**src/rtl/im_loader.sv**
```systemverilog
// rtl/im_loader.sv - boot-stream loader that fills instruction memory and releases the CPU.
// Optional trailing XOR checksum byte enabled by macro IM_LOADER_CHECKSUM_EN.
module im_loader (
    input  logic        clk,
    input  logic        reset,
    input  logic        in_valid,
    input  logic [7:0]  in_data,
    output logic        in_ready,
    output logic        im_we,
    output logic [9:0]  im_addr,
    output logic [31:0] im_wdata,
    output logic        cpu_hold,
    output logic        done,
    output logic        err
);

    typedef enum logic [2:0] {
        HDR_HI,
        HDR_LO,
        DATA,
`ifdef IM_LOADER_CHECKSUM_EN
        CSUM,
`endif
        DONE,
        ERR
    } state_t;

    state_t      state_q, state_d;
    logic [7:0]  hdr_hi_q;
    logic [10:0] n_words_q;
    logic [1:0]  byte_cnt_q;
    logic [10:0] word_idx_q;
    logic [23:0] shift_q;
    logic        im_we_q;
    logic [9:0]  im_addr_q;
    logic [31:0] im_wdata_q;
`ifdef IM_LOADER_CHECKSUM_EN
    logic [7:0]  csum_q;
`endif

    logic        accept;
    logic [15:0] hdr_n;
    logic        word_end;
    logic        last_word;

    assign accept    = in_valid && in_ready;
    assign hdr_n     = {hdr_hi_q, in_data};
    assign word_end  = accept && (state_q == DATA) && (byte_cnt_q == 2'd3);
    // word_idx_q is 11 bits so the compare against N=1024 never aliases
    assign last_word = word_end && ((word_idx_q + 11'd1) == n_words_q);

    always_comb begin
        state_d  = state_q;
        in_ready = 1'b0;
        cpu_hold = 1'b1;
        done     = 1'b0;
        err      = 1'b0;
        case (state_q)
            HDR_HI: begin
                in_ready = 1'b1;
                if (accept) state_d = HDR_LO;
            end
            HDR_LO: begin
                in_ready = 1'b1;
                if (accept) begin
                    if (hdr_n == 16'd0 || hdr_n > 16'd1024) state_d = ERR;
                    else                                    state_d = DATA;
                end
            end
            DATA: begin
                in_ready = 1'b1;
`ifdef IM_LOADER_CHECKSUM_EN
                if (last_word) state_d = CSUM;
`else
                if (last_word) state_d = DONE;
`endif
            end
`ifdef IM_LOADER_CHECKSUM_EN
            CSUM: begin
                in_ready = 1'b1;
                if (accept) state_d = (in_data == csum_q) ? DONE : ERR;
            end
`endif
            DONE: begin
                cpu_hold = 1'b0;
                done     = 1'b1;
            end
            ERR: begin
                err = 1'b1;
            end
            default: state_d = ERR;
        endcase
    end

    always_ff @(posedge clk) begin
        if (reset) begin
            state_q    <= HDR_HI;
            hdr_hi_q   <= 8'd0;
            n_words_q  <= 11'd0;
            byte_cnt_q <= 2'd0;
            word_idx_q <= 11'd0;
            shift_q    <= 24'd0;
            im_we_q    <= 1'b0;
            im_addr_q  <= 10'd0;
            im_wdata_q <= 32'd0;
`ifdef IM_LOADER_CHECKSUM_EN
            csum_q     <= 8'd0;
`endif
        end else begin
            state_q <= state_d;
            im_we_q <= 1'b0;
            if (accept && state_q == HDR_HI) hdr_hi_q <= in_data;
            if (accept && state_q == HDR_LO) n_words_q <= hdr_n[10:0];
            if (accept && state_q == DATA) begin
                byte_cnt_q <= byte_cnt_q + 2'd1;
                shift_q    <= {shift_q[15:0], in_data};
`ifdef IM_LOADER_CHECKSUM_EN
                csum_q     <= csum_q ^ in_data;
`endif
            end
            if (word_end) begin
                im_we_q    <= 1'b1;
                im_addr_q  <= word_idx_q[9:0];
                im_wdata_q <= {shift_q, in_data};
                word_idx_q <= word_idx_q + 11'd1;
            end
        end
    end

    assign im_we    = im_we_q;
    assign im_addr  = im_addr_q;
    assign im_wdata = im_wdata_q;

endmodule
```
**config.mk**
```make
export PLATFORM = sky130hd
export DESIGN_NAME = im_loader
export DESIGN_NICKNAME = d
export VERILOG_FILES = /design/src/rtl/im_loader.sv
export SDC_FILE = /design/constraint.sdc
export NUM_CORES = 1
export LEC_CHECK = 0
export ABC_AREA = 1
export CORE_UTILIZATION = 37
export DETAILED_ROUTE_END_ITERATION = 8
export DONT_BUFFER_PORTS = 1
export PLACE_DENSITY_LB_ADDON = 0.25
export SLEW_MARGIN = 20
export SYNTH_ARGS = -nofsm -noshare
export SYNTH_HDL_FRONTEND = slang
export SYNTH_SLANG_ARGS = --single-unit
```
**constraint.sdc**
```tcl
create_clock -name clk -period 2.05 [get_ports clk]
set_clock_uncertainty 0.1 [all_clocks]
set_input_delay 0.205 -clock clk [delete_from_list [all_inputs] [get_ports clk]]
set_output_delay 0.205 -clock clk [all_outputs]
set_load 0.1 [all_outputs]
```
==> results of run 1 <==
## through the flow
step | util | instances | setup slack (ns)
after floorplan | - | 543 | 0.0591
after global placement | 0.437 | 707 | 0.133
after detailed placement | 0.437 | 707 | 0.105
after CTS | 0.461 | 728 | 0.0858
after global routing | 0.462 | 728 | 0.0165
final | 0.462 | 728 | 0.191
## cells in the final DEF, fill, tap and decap left out, types with 2 or more instances in the layout
cell type	instances
clkinv_8	2
clkbuf_8	9
o21ai_1	4
inv_1	62
a21oi_2	2
nand3_2	2
inv_2	5
buf_4	54
a31oi_1	3
dfxtp_2	2
nand2_1	83
nand2_2	7
nor3_1	2
nor2_4	4
nor2_2	3
inv_6	2
nand3b_1	3
a21oi_1	70
inv_8	2
nand3_1	41
dfxtp_1	100
dlygate4sd3_1	5
nor2_1	26
o21ai_0	84
nand4_1	6
## worst max-delay path, stage by stage, from the launching register on
cell	delay [ns]
dfxtp_2	0.40
inv_1	0.08
nor2_1	0.08
inv_1	0.08
nor2_1	0.17
inv_2	0.06
nand2_1	0.09
buf_6	0.23
## synth_stat cells
cell      count  area [um2]
dfxtp_1     102        2040
o21ai_0      84         420
nand2_1      83         312
a21oi_1      70         350
inv_1        63         236
nand3_1      41         205
nor2_1       27         101
clkbuf_1     17        63.8
buf_2         9        45.0
nand2_2       7        43.8
nand4_1       6        37.5
inv_2         4        15.0
nor2_2        4        25.0
o21ai_1       4        20.0
a31oi_1       3        18.8
nand3b_1      3        22.5
nor3_1        3        15.0
a21oi_2       2        17.5
buf_1         2        7.51
ha_1          2        25.0
nand3_2       2        20.0
nor2_4        2        22.5
clkinv_1      1        3.75
clkinv_2      1        5.00
or4_1         1        7.51
## power breakdown
part / internal [mW] / leakage (nW) / switching, mW
Sequential: 2.19 / 0.827 / 0.149
Clock: 0.490 / 0.104 / 0.783
Combinational: 0.298 / 1.10 / 0.697
Total: 2.98 / 2.03 / 1.63
## per-layer routing
| metal | vias up | GRT usage | share of wire |
|---|---|---|---|
| met1 | 1628 | 0.233 | 0.49 |
| met5 | - | 0 | 0 |
| li1 | 1872 | - | - |
| met2 | 69 | 0.274 | 0.45 |
| met4 | 0 | 0.0646 | 0.014 |
| met3 | 13 | 0.0401 | 0.046 |
## kinds of logic after synthesis
logic type                 Yosys count
and+or+nand+nor                    179
AOI/OAI and AO/OA                  163
DFF                                102
buffers and inverters               97
adders and majority gates            2
## timing repair
item / in CTS / in global routing
setup endpoints to repair: 0 / 12
hold buffers: 5 / 0
gates resized for setup: 0 / 5
hold endpoints to repair: 26 / 0
## registers in the layout (all words and copies together), names as in the netlist
signal,cells
hdr_hi_q,8
word_idx_q,11
im_we,1
state_q,3
n_words_q,11
im_addr,10
im_wdata,32
shift_q,24
byte_cnt_q,2
## cell type report
| type | instances | area share |
|---|---|---|
| Sequential cell | 102 | 0.421 |
| Multi-Input combinational cell | 344 | 0.348 |
| Timing Repair Buffer | 61 | 0.100 |
| Inverter | 69 | 0.0536 |
| Tap cell | 136 | 0.0350 |
| Clock buffer | 9 | 0.0255 |
| Clock inverter | 7 | 0.0167 |
## how the worst max path moves through the flow
stage / from / end / cells past startpoint
final: state_q[0]$_SDFFE_PP0P_ / in_ready / 7
after floorplan: state_q[0]$_SDFFE_PP0P_ / cpu_hold / 5
after CTS: state_q[0]$_SDFFE_PP0P_ / in_ready / 7
after global placement: word_idx_q[0]$_SDFFE_PP0P_ / state_q[1]$_SDFFE_PP0P_ / 14
after global routing: state_q[0]$_SDFFE_PP0P_ / in_ready / 7
after detailed placement: word_idx_q[0]$_SDFFE_PP0P_ / state_q[1]$_SDFFE_PP0P_ / 14
==> impl_metrics.ini, run 1 <==
[setup_path]
cp-start-kind = flop
crit_fanout = 3
required_ns = 1.75
path_class = flop to output port
r2r_end = state_q[1]$_SDFFE_PP0P_
r2r_start = word_idx_q[0]$_SDFFE_PP0P_
cp-end-kind = output port
regToRegSetupSlack_ns = 0.20
reg2reg_depth = 14
crit_arrival_ns = 1.55

[global_routing]
grt_util_all_layers = 0.175
grt_max_degree = 48
grt_pass1_vias = 3257
overflow = 0
grt_pass1_wl_um = 15700
antenna_found_initial = 0

[sta]
slew_headroom = 0.504
period_needed_ns = 1.86
fin_setup_tns_ns = 0
worst_pin_slew_ns = 0.742
rsz0062_at_grt = false
slew_viol_final = 0
finalSetupViolCount = 0
hold_ws_ns = 0.00632
hold_viol = 0
max_freq_mhz = 538
period_share = 0.907

[synth]
synthAdderAreaFrac = 0.00613
yosys.area_share.xor_xnor = 0
synth-simple-area-share = 0.199
synthMuxAreaShare = 0
syn_inst = 543
synth_seq_area_share = 0.500
synth_nets = 556
ys_seq_elements = 102
synth-compound-area-share = 0.203
yosysUniqueCellTypes = 25
syn_area_um2 = 4080
synth_top_family_by_area = compound AO/OA/AOI/OAI gates
yosysWarnings = 0
syn_area_per_cell_um2 = 7.52

[power_and_ir_drop]
power_leakage_nw = 2.03
p_per_area_nw_per_um2 = 948
ir_worst_vdd_v = 0.000419
finalPower_mw = 4.60

[routing]
drc = 0
wirelength_um = 9610
drt-pass1-iter-count = 4
vias_per_cell = 4.92
wire_per_inst_um = 13.2
drt_iter0_drc = 197
vias = 3582
drtAntennaViolNets = 0

[clocking]
tritoncts = built
htree_levels = 3
root_buffer = clkbuf_8
path_clk_slew_ns = 0.11
postCtsSetupBuffers = 0
clk_latency_ns = 0.37
cts_made_buffers = 9
cts.path.max_buffers = 2
clock-sinks = 102

[cells_and_area]
nets = 600
fill_cells = 1066
final_area_um2 = 4860
seqCellArea_um2 = 2040
drive_gt1_frac = 0.169
syn2layout_area_growth_pct = 19.0
multiInputGateArea_um2 = 1690
n_antenna_cell = 0

[die]
die_w_um = 107
die_height_um = 107
die_area_um2 = 11500
num_rows = 37
core_area_um2 = 10500
io_pins = 58
initial_utilization = 0.388

[worst_hold_path]
min_path_type = primary input to flop
hold-path-endpoint = n_words_q[7]$_SDFFE_PP0P_
holdCritStartpoint = in_data[7]
hold_depth = 2

[status]
status = complete, no violations

[placement]
io_buffers = 0
hpwl_um = 6650
gp_congestion = 0.848
postPlaceCellArea_um2 = 4590

[run]
maxCapViolations = 0
Note: power is estimated with default switching activity, not from simulation.
==> run 2, diff against run 1 <==
CORE_MARGIN = 10   (was unset)
==> run 2 against run 1 <==
- global-route usage shrank 4.6 points
- register-to-register slack lost 0.06 ns
- design area grew 1.0%
- combinational power is essentially flat
- fmax shrank 2.5%
- first-iteration DRC count shrank 17%
==> impl_metrics.ini, run 2 (same netlist as run 1, synthesis figures left out) <==
[status]
status = complete, no violations

[clocking]
root_buffer = clkbuf_8
clk_latency_ns = 0.38
tritoncts = built
clock-sinks = 102
path_clk_slew_ns = 0.11
htree_levels = 3
cts_made_buffers = 9
cts.path.max_buffers = 2

[routing]
vias = 3601
drt-pass1-iter-count = 4
wire_per_inst_um = 14.4
wirelength_um = 10500
drc = 0
drtAntennaViolNets = 0
vias_per_cell = 4.91
drt_iter0_drc = 163

[global_routing]
overflow = 0
grt_pass1_vias = 3352
grt_util_all_layers = 0.129
grt_max_degree = 59
antenna_found_initial = 0
grt_pass1_wl_um = 17000

[power_and_ir_drop]
power_leakage_nw = 2.04
ir_worst_vdd_v = 0.000516
p_int_mw = 2.98
comb_power_share = 0.222
clock_power_share = 0.275
switching_share = 0.355
p_per_area_nw_per_um2 = 941
finalPower_mw = 4.62
p_seq_frac = 0.503
power_switching_mw = 1.64

[sta]
setup_ws_ns = 0.143
slew_headroom = 0.422
fin_setup_tns_ns = 0
hold_viol = 0
rsz0062_at_grt = true
max_freq_mhz = 524
period_needed_ns = 1.91
slew_viol_final = 0
period_share = 0.930
finalSetupViolCount = 0
worst_pin_slew_ns = 0.865

[placement]
io_buffers = 0
hpwl_um = 7390
postPlaceCellArea_um2 = 4600
place_ws_ns = 0.0389
gp_congestion = 0.788

[cells_and_area]
final_area_um2 = 4910
layout_common_cells = dfxtp_1, nand2_1, o21ai_0
nets = 602
final_common_cell = dfxtp_1
largest_reg_flops = 32
n_antenna_cell = 0
syn2layout_area_growth_pct = 20.2
drive_gt1_frac = 0.168

[die]
initial_utilization = 0.377
core_area_um2 = 10800
die_area_um2 = 15600
die_height_um = 125
die_w_um = 125
io_pins = 58
num_rows = 38

[worst_hold_path]
hold_depth = 2
min_path_type = primary input to flop

[setup_path]
crit_arrival_ns = 2.08
required_ns = 2.23
crit_fanout = 5
cp-start-kind = flop
cp-end-kind = flop
reg2reg_depth = 12
path_class = flop to flop

[run]
maxCapViolations = 0
==> run 2: cell count changes in the layout (fill, tap and decap cells not counted), sizes merged <==
cell / previous run / this run
inv: 71 / 70
clkinvlp: 0 / 1
buf: 56 / 55
dlygate4sd3: 5 / 8
==> run 2: metrics by stage <==
step	cells	util	hold WS, ns
after floorplan	543	-	0.285
after CTS	733	0.449	0.000236
after detailed placement	710	0.424	0.185
after global placement	710	0.424	0.184
after global routing	734	0.453	0.0317
final	734	0.453	0.0155
==> run 2: power groups by stage <==
stage / sequential (mW) / clock, mW / combinational, mW
CTS: 2.32 / 1.30 / 0.995
global route: 2.35 / 1.37 / 1.15
finish: 2.32 / 1.27 / 1.02
global placement: 2.36 / 0 / 0.947
detailed placement: 2.36 / 0 / 0.975
floorplan: 2.33 / 0 / 0.788
==> run 2: final timing paths <==
check                               to                     start  slack, ns
min          n_words_q[7]$_SDFFE_PP0P_                in_data[7]       0.02
min reg2reg  im_wdata[31]$_SDFFE_PP0P_  shift_q[23]$_SDFFE_PP0P_       0.37
max reg2reg    state_q[1]$_SDFFE_PP0P_   state_q[0]$_SDFFE_PP0P_       0.14
max            state_q[1]$_SDFFE_PP0P_   state_q[0]$_SDFFE_PP0P_       0.14
==> run 2: what timing repair did <==
item | CTS | global route
gates resized for setup | 0 | 9
setup buffers | 0 | 0
setup endpoints to repair | 0 | 7
endpoints found under the hold margin | 36 | 1
hold buffers | 7 | 1
==> run 2: critical path, cell delays in order (launching register included) <==
cell	delay (ns)
dfxtp_1	0.37
nor2_2	0.19
nand2_2	0.10
nor2_2	0.20
nand2_2	0.13
nor2_1	0.14
nand3_1	0.08
nor2_1	0.13
nand2_1	0.10
nand2_2	0.08
nand3_1	0.07
nand2_1	0.07
inv_1	0.04
==> run 2: routing by layer <==
metal | routed length, um | up-vias | global-route usage
li1 | - | 1871 | -
met1 | 4780 | 1662 | 0.154
met2 | 4980 | 56 | 0.212
met3 | 632 | 12 | 0.0460
met4 | 136 | 0 | 0.0386
met5 | 0 | - | 0
==> run 2: cell type report <==
type                       instances  area [um2]
inverter                          69         260
sequential                       102        2050
tap                              140         175
multi-input combinational        344        1700
clock buffer                       9         124
timing repair buffer              63         526
fill                            1103        5930
clock inverter                     7        77.6
==> run 3, diff against run 2 <==
CELL_PAD_IN_SITES_DETAIL_PLACEMENT = 0   (was unset)
CELL_PAD_IN_SITES_GLOBAL_PLACEMENT = 2   (was unset)
CORE_UTILIZATION = 36   (was 37)
TNS_END_PERCENT = 30   (was unset)
==> run 3 against run 2 <==
- clock power up 31%
- sequential power hardly changed
- combinational power is essentially flat
- wire length is 0.49% higher
- setup slack worse by 0.014 ns
- global-route usage rose by 0.34 points
- via count fell by 0.53%
- critical path depth decreased by 5
- utilization hardly changed
- sequential share of layout area shrank 0.59 points
- total power is 8.4% higher
- critical path type is now flop to output port
- largest cell class unchanged
- largest power group unchanged
==> impl_metrics.ini, run 3 (same netlist as run 1, synthesis figures left out) <==
[power_and_ir_drop]
power_switching_mw = 1.61
power_leakage_nw = 2.09
p_seq_frac = 0.465
p_per_area_nw_per_um2 = 1010
switching_share = 0.321
p_int_mw = 3.40
clock_power_share = 0.332
ir_worst_vdd_v = 0.000443
comb_power_share = 0.203

[global_routing]
grt_max_degree = 49
grt_util_all_layers = 0.132
grt_pass1_vias = 3318
grt_pass1_wl_um = 17100
antenna_found_initial = 0
overflow = 0

[cells_and_area]
drive_gt1_frac = 0.172
final_area_um2 = 4970
syn2layout_area_growth_pct = 21.7
largest_reg_flops = 32
fill_cells = 1144
layout_common_cells = dfxtp_1, o21ai_0, nand2_1
n_antenna_cell = 0
nets = 602
final_common_cell = dfxtp_1
instances_no_fill = 734

[routing]
vias = 3582
wirelength_um = 10600
drt-pass1-iter-count = 4
drc = 0
drt_iter0_drc = 228
wire_per_inst_um = 14.4
drtAntennaViolNets = 0
vias_per_cell = 4.88

[placement]
io_buffers = 0
dp.cells = 714
postPlaceCellArea_um2 = 4620
hpwl_um = 7560
gp_congestion = 0.798

[setup_path]
r2r_end = im_wdata[20]$_SDFFE_PP0P_
reg2reg_depth = 7
cp-end-kind = output port
required_ns = 1.75
endpoint = in_ready
crit_arrival_ns = 1.62
cp-start-kind = flop
r2r_start = state_q[0]$_SDFFE_PP0P_
regToRegSetupSlack_ns = 0.24
path_class = flop to output port
crit_fanout = 3
critPathLaunch = state_q[0]$_SDFFE_PP0P_

[worst_hold_path]
min_path_type = primary input to flop

[sta]
worst_pin_slew_ns = 0.796
period_needed_ns = 1.92
slew_headroom = 0.467
slew_viol_final = 0
fin_setup_tns_ns = 0
period_share = 0.937
rsz0062_at_grt = false
max_freq_mhz = 521
finalSetupViolCount = 0
hold_viol = 0

[die]
initial_utilization = 0.372
num_rows = 38
die_height_um = 126
die_area_um2 = 16000
core_area_um2 = 11000
die_w_um = 126
io_pins = 58

[clocking]
path_clk_slew_ns = 0.07
postCtsSetupBuffers = 0
root_buffer = clkbuf_16
htree_levels = 3
cts.path.max_buffers = 2
cts_made_buffers = 9
tritoncts = built
clock-sinks = 102
clk_latency_ns = 0.35

[run]
maxCapViolations = 0

[status]
status = complete, no violations
==> run 3: changes by cell type in the layout (fill, tap and decap cells not counted), sizes merged <==
cell         before  now
clkbuf            9   11
buf              55   59
inv              70   69
clkinv            5    4
dlygate4sd3       8    4
==> run 3: how the worst min path moves through the flow <==
stage / start / end / slack, ns / depth (start not counted)
2_1_floorplan: in_data[0] / n_words_q[0]$_SDFFE_PP0P_ / 0.29 / 2
3_3_place_gp: reset / im_addr[1]$_SDFFE_PP0P_ / 0.18 / 1
3_5_place_dp: reset / shift_q[19]$_SDFFE_PP0P_ / 0.19 / 1
4_1_cts: in_data[4] / shift_q[4]$_SDFFE_PP0P_ / 0.004 / 2
5_1_grt: in_data[4] / shift_q[4]$_SDFFE_PP0P_ / 0.03 / 2
6_report: in_data[4] / shift_q[4]$_SDFFE_PP0P_ / 0.02 / 2
==> run 3: area by class of cell <==
cell class | instances | area (um2) | area share
clock buffer | 11 | 253 | 0.0509
clock inverter | 5 | 41.3 | 0.00831
inverter | 69 | 260 | 0.0524
multi-input combinational | 344 | 1700 | 0.342
sequential | 102 | 2040 | 0.411
tap | 140 | 175 | 0.0353
timing repair buffer | 63 | 495 | 0.0997
==> run 3: power groups by stage <==
stage          Combinational, mW  Sequential, mW  Clock (mW)
2_1_floorplan              0.784            2.33           0
3_3_place_gp               0.993            2.37           0
5_1_grt                     1.14            2.35        1.81
3_5_place_dp                1.00            2.37           0
4_1_cts                     1.02            2.33        1.72
6_report                    1.02            2.33        1.66
==> run 3: metal layers <==
layer  track usage  vias to the layer above  part of all wire
met2         0.190                       75              0.42
met4        0.0529                        0             0.014
met3        0.0412                       13             0.059
met5             0                        -                 0
li1              -                     1883                 -
met1         0.179                     1611              0.51
==> run 3: per-stage QoR <==
stage / worst slack (ns) / hold WS (ns) / util / total power [mW]
floorplan: -0.233 / 0.285 / - / 3.11
CTS: 0.0980 / 0.00426 / 0.451 / 5.07
global placement: 0.123 / 0.185 / 0.420 / 3.36
detailed placement: 0.0942 / 0.186 / 0.420 / 3.37
finish: 0.130 / 0.0169 / 0.452 / 5.00
global route: 0.0162 / 0.0303 / 0.452 / 5.30
==> run 3: critical path, cell delays in order (launching register included) <==
cell,delay [ns]
dfxtp_1,0.42
inv_1,0.09
nor2_1,0.09
inv_1,0.09
nor2_1,0.17
inv_2,0.06
nand2_1,0.06
buf_4,0.28
==> run 3: repair_timing <==
item / 4_1_cts / 5_1_grt
hold buffers: 4 / 0
endpoints found under the hold margin: 26 / 0
gates resized for setup: 0 / 4
setup endpoints to repair: 0 / 4
